<file path="config.mk">
export PLATFORM = sky130hd
export DESIGN_NAME = dac_spi_tx
export DESIGN_NICKNAME = d
export VERILOG_FILES = /design/src/rtl/dac_spi_tx.sv
export SDC_FILE = /design/constraint.sdc
export NUM_CORES = 1
export LEC_CHECK = 0
export CORE_MARGIN = 3
export CORE_UTILIZATION = 29
export DETAILED_ROUTE_END_ITERATION = 10
export PLACE_DENSITY_LB_ADDON = 0.3
export SYNTH_ARGS = -nofsm -noshare
export SYNTH_HDL_FRONTEND = slang
export SYNTH_SLANG_ARGS = --single-unit
</file>
<file path="constraint.sdc">
create_clock -name clk -period 1.9 [get_ports clk]
set_clock_uncertainty 0.2 [all_clocks]
set_input_delay 0.38 -clock clk [delete_from_list [all_inputs] [get_ports clk]]
set_output_delay 0.38 -clock clk [all_outputs]
set_load 0.02 [all_outputs]
</file>
<file path="src/rtl/dac_spi_tx.sv">
// dac_spi_tx : serialises a sin/cos sample pair into two 16-bit SPI words
// for a dual-channel 12-bit DAC (sin -> channel A, cos -> channel B), then
// pulses LDAC so both DAC outputs update together.
//
// Ports
//   clk          system clock
//   rst_n        synchronous active-low reset
//   sample_valid single-cycle strobe, sin_in/cos_in valid this cycle
//   sin_in       sine sample   -> DAC channel A
//   cos_in       cosine sample -> DAC channel B
//   overrun_clr  clears the sticky overrun flag
//   busy         high while a frame is in progress
//   frame_done   single-cycle pulse at end of frame
//   overrun      sticky, set when a strobe arrives while busy
//   dac_cs_n     SPI chip select, active low
//   dac_sclk     SPI clock, idle low, DAC samples on rising edges
//   dac_sdi      SPI data, MSB first
//   dac_ldac_n   DAC latch strobe, active low
//   overrun_cnt  (only with DAC_OVERRUN_CNT_EN) saturating drop counter
//
// Build option: define DAC_OVERRUN_CNT_EN to add the 16-bit overrun_cnt port.
//
// Frame timing with D = CLK_DIV, strobe accepted in cycle T:
//   WORD_A T+1 .. T+32D, GAP D cycles, WORD_B 32D cycles, POST D cycles,
//   LDAC D cycles, frame_done at T+1+67D (state already IDLE there).

module dac_spi_tx #(
  parameter int CLK_DIV   = 4,
  parameter int IN_SIGNED = 1
) (
  input  logic       clk,
  input  logic       rst_n,
  input  logic       sample_valid,
  input  logic [7:0] sin_in,
  input  logic [7:0] cos_in,
  input  logic       overrun_clr,
  output logic       busy,
  output logic       frame_done,
  output logic       overrun,
  output logic       dac_cs_n,
  output logic       dac_sclk,
  output logic       dac_sdi,
  output logic       dac_ldac_n
`ifdef DAC_OVERRUN_CNT_EN
  ,
  output logic [15:0] overrun_cnt
`endif
);

  typedef enum logic [2:0] {
    IDLE   = 3'd0,
    WORD_A = 3'd1,
    GAP    = 3'd2,
    WORD_B = 3'd3,
    POST   = 3'd4,
    LDAC   = 3'd5
  } state_t;

  localparam logic [7:0] DIV_LAST = 8'(CLK_DIV - 1);

  state_t      state;
  state_t      next_state;
  logic [7:0]  div_cnt;
  logic [4:0]  half_cnt;
  logic        tick;
  logic        in_word;
  logic        last_half;
  logic        accept;
  logic        drop;
  logic        load_a;
  logic        load_b;
  logic        shift_en;
  logic [15:0] word_a;
  logic [15:0] word_b;
  logic [15:0] shift_p0;
  logic [7:0]  cos_hold_p0;

  logic cs_n_d;
  logic sclk_d;
  logic sdi_d;
  logic ldac_n_d;
  logic busy_d;
  logic frame_done_d;

  // Offset-binary conversion: two's complement maps to offset binary by
  // flipping the sign bit.
  function automatic logic [7:0] conv(input logic [7:0] s);
    if (IN_SIGNED != 0) begin
      conv = {~s[7], s[6:0]};
    end else begin
      conv = s;
    end
  endfunction

  // DAC command word: channel, BUF=0, GA_n=1, SHDN_n=1, 8-bit code
  // left-justified into the 12-bit data field.
  function automatic logic [15:0] build_word(input logic ch, input logic [7:0] s);
    build_word = {ch, 1'b0, 1'b1, 1'b1, conv(s), 4'b0000};
  endfunction

  assign tick      = (div_cnt == DIV_LAST);
  assign in_word   = (state == WORD_A) || (state == WORD_B);
  assign last_half = (half_cnt == 5'd31);
  assign accept    = sample_valid && (state == IDLE);
  assign drop      = sample_valid && (state != IDLE);
  assign word_a    = build_word(1'b0, sin_in);
  assign word_b    = build_word(1'b1, cos_hold_p0);
  assign load_a    = accept;
  assign load_b    = (state == GAP) && tick;
  // Data advances on falling SCLK edges (odd half-period ends), except the
  // very last one, which closes the word instead.
  assign shift_en  = in_word && tick && half_cnt[0] && !last_half;

  // State register
  always_ff @(posedge clk) begin
    if (!rst_n) begin
      state <= IDLE;
    end else begin
      state <= next_state;
    end
  end

  // Next-state logic
  always_comb begin
    next_state = state;
    unique case (state)
      IDLE:    if (sample_valid)      next_state = WORD_A;
      WORD_A:  if (tick && last_half) next_state = GAP;
      GAP:     if (tick)              next_state = WORD_B;
      WORD_B:  if (tick && last_half) next_state = POST;
      POST:    if (tick)              next_state = LDAC;
      LDAC:    if (tick)              next_state = IDLE;
      default:                        next_state = IDLE;
    endcase
  end

  // Output decode: next values of the registered pins
  always_comb begin
    cs_n_d       = !((next_state == WORD_A) || (next_state == WORD_B));
    ldac_n_d     = (next_state != LDAC);
    busy_d       = (next_state != IDLE);
    frame_done_d = (state == LDAC) && tick;
    sclk_d       = 1'b0;
    if (in_word) begin
      sclk_d = tick ? ~dac_sclk : dac_sclk;
    end
    sdi_d = dac_sdi;
    if (load_a) begin
      sdi_d = word_a[15];
    end else if (load_b) begin
      sdi_d = word_b[15];
    end else if (in_word && tick && last_half) begin
      sdi_d = 1'b0;
    end else if (shift_en) begin
      sdi_d = shift_p0[14];
    end
  end

  // Divider and half-period counters run only inside the frame and restart
  // on every state change, so the first SCLK edge is always D cycles after
  // cs_n falls.
  always_ff @(posedge clk) begin
    if (!rst_n) begin
      div_cnt  <= '0;
      half_cnt <= '0;
    end else if ((state != next_state) || (state == IDLE)) begin
      div_cnt  <= '0;
      half_cnt <= '0;
    end else if (tick) begin
      div_cnt  <= '0;
      half_cnt <= half_cnt + 5'd1;
    end else begin
      div_cnt  <= div_cnt + 8'd1;
    end
  end

  // Stage p0: sample capture and shift register
  always_ff @(posedge clk) begin
    if (load_a) begin
      shift_p0    <= word_a;
      cos_hold_p0 <= cos_in;
    end else if (load_b) begin
      shift_p0    <= word_b;
    end else if (shift_en) begin
      shift_p0    <= {shift_p0[14:0], 1'b0};
    end
  end

  // Registered outputs
  always_ff @(posedge clk) begin
    if (!rst_n) begin
      busy       <= 1'b0;
      frame_done <= 1'b0;
      dac_cs_n   <= 1'b1;
      dac_sclk   <= 1'b0;
      dac_sdi    <= 1'b0;
      dac_ldac_n <= 1'b1;
    end else begin
      busy       <= busy_d;
      frame_done <= frame_done_d;
      dac_cs_n   <= cs_n_d;
      dac_sclk   <= sclk_d;
      dac_sdi    <= sdi_d;
      dac_ldac_n <= ldac_n_d;
    end
  end

  // Sticky overrun: a drop in the same cycle as a clear wins.
  always_ff @(posedge clk) begin
    if (!rst_n) begin
      overrun <= 1'b0;
    end else if (drop) begin
      overrun <= 1'b1;
    end else if (overrun_clr) begin
      overrun <= 1'b0;
    end
  end

`ifdef DAC_OVERRUN_CNT_EN
  // Saturating drop counter; a drop together with a clear restarts at 1.
  always_ff @(posedge clk) begin
    if (!rst_n) begin
      overrun_cnt <= '0;
    end else if (drop) begin
      if (overrun_clr) begin
        overrun_cnt <= 16'd1;
      end else if (overrun_cnt != 16'hFFFF) begin
        overrun_cnt <= overrun_cnt + 16'd1;
      end
    end else if (overrun_clr) begin
      overrun_cnt <= '0;
    end
  end
`endif

endmodule

</file>
==> out/summary.txt <==
Status = finished, violations left
Violated checks = negative setup slack
Drt via density = 4.751
Reg2reg path depth = 8
R2r startpoint = half_cnt[0]$_SDFFE_PP0P_
Leak Pwr = 0.001093 uW
Crit Path Class = reg -> reg
Syn_nets = 199
Area Growth Syn to Fin = 46.27%
Vias in the first global route = 1487
Post-synth EDFFs = 16
Highest-count cells in the layout ignoring fill and taps = 28 x buf_4, 25 x clkdlybuf4s50_1, 22 x dfxtp_1
Fin. Hold Viols = 0
Initial drt markers = 100
Synth Instances = 176
Routed WL per cell = 12.71 um
Final Cycle Share = 103.8%
Root Buffer = clkbuf_8
Total gr overflow = 0
Slew Limit Fails = 0
CP Capture Point = half_cnt[1]$_SDFFE_PP0P_
Xor/xnor share of the synthesized area = 5.126%
Highest Clock Rate = 506.9 MHz
Worst path cell trace = ha_4 > and3_4 > ha_4 > and3b_1 > a311oi_1 > o21ai_1 > buf_4 > nor3_2
Mux cell area share after synthesis = 6.458%
CTS tree = built
Hold Slack = 0.2693 ns
Setup TNS = -0.4315 ns
Slew HR = 71.78%
Fin cells = 313
Setup-failing EPs final = 8
Synth Flop Type = dfxtp_1
Cell at the slowest stage of the critical path = dfxtp_4
Die height = 86.50 um
Final worst slack = -0.07295 ns
CP arrival = 2.00 ns
Yosys cell types = 40
Worst vdd ir = 329.1 uV
Starting density of the core = 30.83%
Reg-to-Reg End = half_cnt[1]$_SDFFE_PP0P_
Data required, critical path = 1.92 ns
Vias = 1487
First-pass iteration count of the detailed router = 4
CP Launch Type = flip-flop
CP Max Fanout = 5
Crit path largest cell delay = 0.36 ns
IO Pins = 27
Synth warnings = 0
Power Density = 644.8 nW/um^2
Critical Path Source = half_cnt[0]$_SDFFE_PP0P_
Port Buf Inserts = 26
Core area = 6096 sq um
Die Wd = 86.50 um
FFs w/ async S/R, synth = 0%
Slew @ Worst Pin = 0.4201 ns
Drt drc = 0
Antenna viol nets, final = 0
Cell count after placement = 299
Mapped Avg Cell Area = 10.68 sq um
Register area share after synthesis = 53.26%
First-pass GRT wire length = 6.831 mm
Routed wire length = 3.977 mm
Row Count = 28
Area of the die = 7482 sq um
Final Net Count = 260
Diode count = 0
Layout cell share with drive strength beyond 1 = 30.25%
H-tree depth = 2
GPL Wtd Cong = 0.7369
Simple-gate area share of the yosys netlist = 21.84%
Reg2reg setup slack = -0.07 ns
Clock Sinks = 42
Mapped Area = 1879 sq um
RSZ-0062 raised after global routing = true
Min cycle time layout = 1.973 ns
Largest net degree at the start of global routing = 22
Max cap viols = 0
Compound-cell area share of the yosys netlist = 8.056%
Min-Delay Path Depth = 2
Hold_sp = overrun$_SDFFE_PN0P_
Detailed placer's ending HPWL = 2.770 mm
Worst skew pair latency = 0.30 ns
Post-synthesis adder-cell area fraction = 1.997%
TritonCTS buffer count = 5
Dominant combinational cell family by area after synthesis = simple AND/OR/NAND/NOR gates
Initial antenna violation count = 0
Most common cell on crit path = ha_4
Worst-path clk slew = 0.09 ns
CP Capture Type = flip-flop
Hold/Removal Path Class = reg -> reg
Total GRT Usage = 11.66%
Synthesis-stage register bit count = 42
Commonest non-fill, non-tap cell in the layout = buf_4
Worst-case clock buffer depth = 2
metal layers:
metal,global-route usage (%),part of all wire (%),routed length [um],vias up
li1,-,-,-,754
met1,16.26,49,1931,695
met2,17.11,45,1808,28
met3,2.852,3.8,153,10
met4,5.099,2.1,83,0
met5,0,0,0,-
worst max-delay path: cells and delay by family (launching register included):
kind	cells	cell delay [ns]
simple gates	3	0.50
flops	1	0.36
fa+ha+maj	2	0.32
compound gates	2	0.35
buf+inv	1	0.18
cell type report:
cell class	count	area [sq um]
Tap cell	75	93.84
Fill cell	592	3347
Multi-Input combinational cell	122	977.2
Sequential cell	42	1008
Clock buffer	5	68.82
Inverter	5	18.77
Clock inverter	3	16.27
Timing Repair Buffer	61	565.5
worst min path at each step:
| stage | to |
|---|---|
| after floorplan | div_cnt[0]$_SDFF_PP0_ |
| after global placement | overrun$_SDFFE_PN0P_ |
| after detailed placement | shift_p0[12]$_SDFFE_PP1P_ |
| after CTS | overrun$_SDFFE_PN0P_ |
| after global routing | overrun$_SDFFE_PN0P_ |
| final | overrun$_SDFFE_PN0P_ |
kinds of logic (layout without fill, tap and decap cells):
family | count (synthesis) | in the layout
AOI/OAI and AO/OA | 22 | 22
adders and majority gates | 3 | 3
buffers and inverters | 12 | 74
and+or+nand+nor | 74 | 74
DFF | 42 | 42
xor gates and xnor gates | 11 | 11
muxes | 12 | 12
Yosys cell counts, types with 2 or more instances:
cell | number | area (sq um)
nand2_1 | 17 | 63.81
a21oi_1 | 2 | 10.01
nand2b_1 | 3 | 18.77
buf_2 | 4 | 20.02
dfxtp_1 | 26 | 520.5
nor2_1 | 10 | 37.54
xor2_1 | 8 | 70.07
xnor2_1 | 3 | 26.28
inv_1 | 5 | 18.77
mux2i_1 | 11 | 110.1
edfxtp_1 | 16 | 480.5
and3_1 | 8 | 50.05
ha_1 | 3 | 37.54
nand3_1 | 9 | 45.04
o21ai_0 | 11 | 55.05
nor2b_1 | 5 | 31.28
a31oi_1 | 2 | 12.51
nor3_1 | 9 | 45.04
nand4_1 | 3 | 18.77
what timing repair did:
action,4_1_cts,5_1_grt
hold endpoints to repair,0,0
pin swaps,5,4
hold buffers,0,0
resized for setup,11,22
setup endpoints to repair,26,33
buffers inserted,3,5
state kept, by name (all words and copies together), names as in the netlist, 3 cells and up:
| signal | cells |
|---|---|
| cos_hold_p0 | 8 |
| half_cnt | 5 |
| shift_p0 | 11 |
| state | 3 |
| div_cnt | 8 |
metrics by stage:
step / power (uW) / area [sq um] / worst slack, ns / utilization [%]
2_1_floorplan: 1093 / 1934 / -0.08273 / -
3_3_place_gp: 1191 / 2476 / -0.1367 / 40.62
3_5_place_dp: 1193 / 2476 / -0.1792 / 40.62
4_1_cts: 1780 / 2633 / -0.05503 / 43.19
5_1_grt: 1857 / 2749 / -0.1529 / 45.09
6_report: 1772 / 2749 / -0.07295 / 45.09
power by group:
group          leakage [uW]  total (uW)  switching (uW)  internal, uW
sequential         0.000366         988            12.7           975
clock             0.0000416         575             323           252
combinational      0.000686         210             104           106
total               0.00109        1770             439          1330
(Power assumes the default switching activity.)
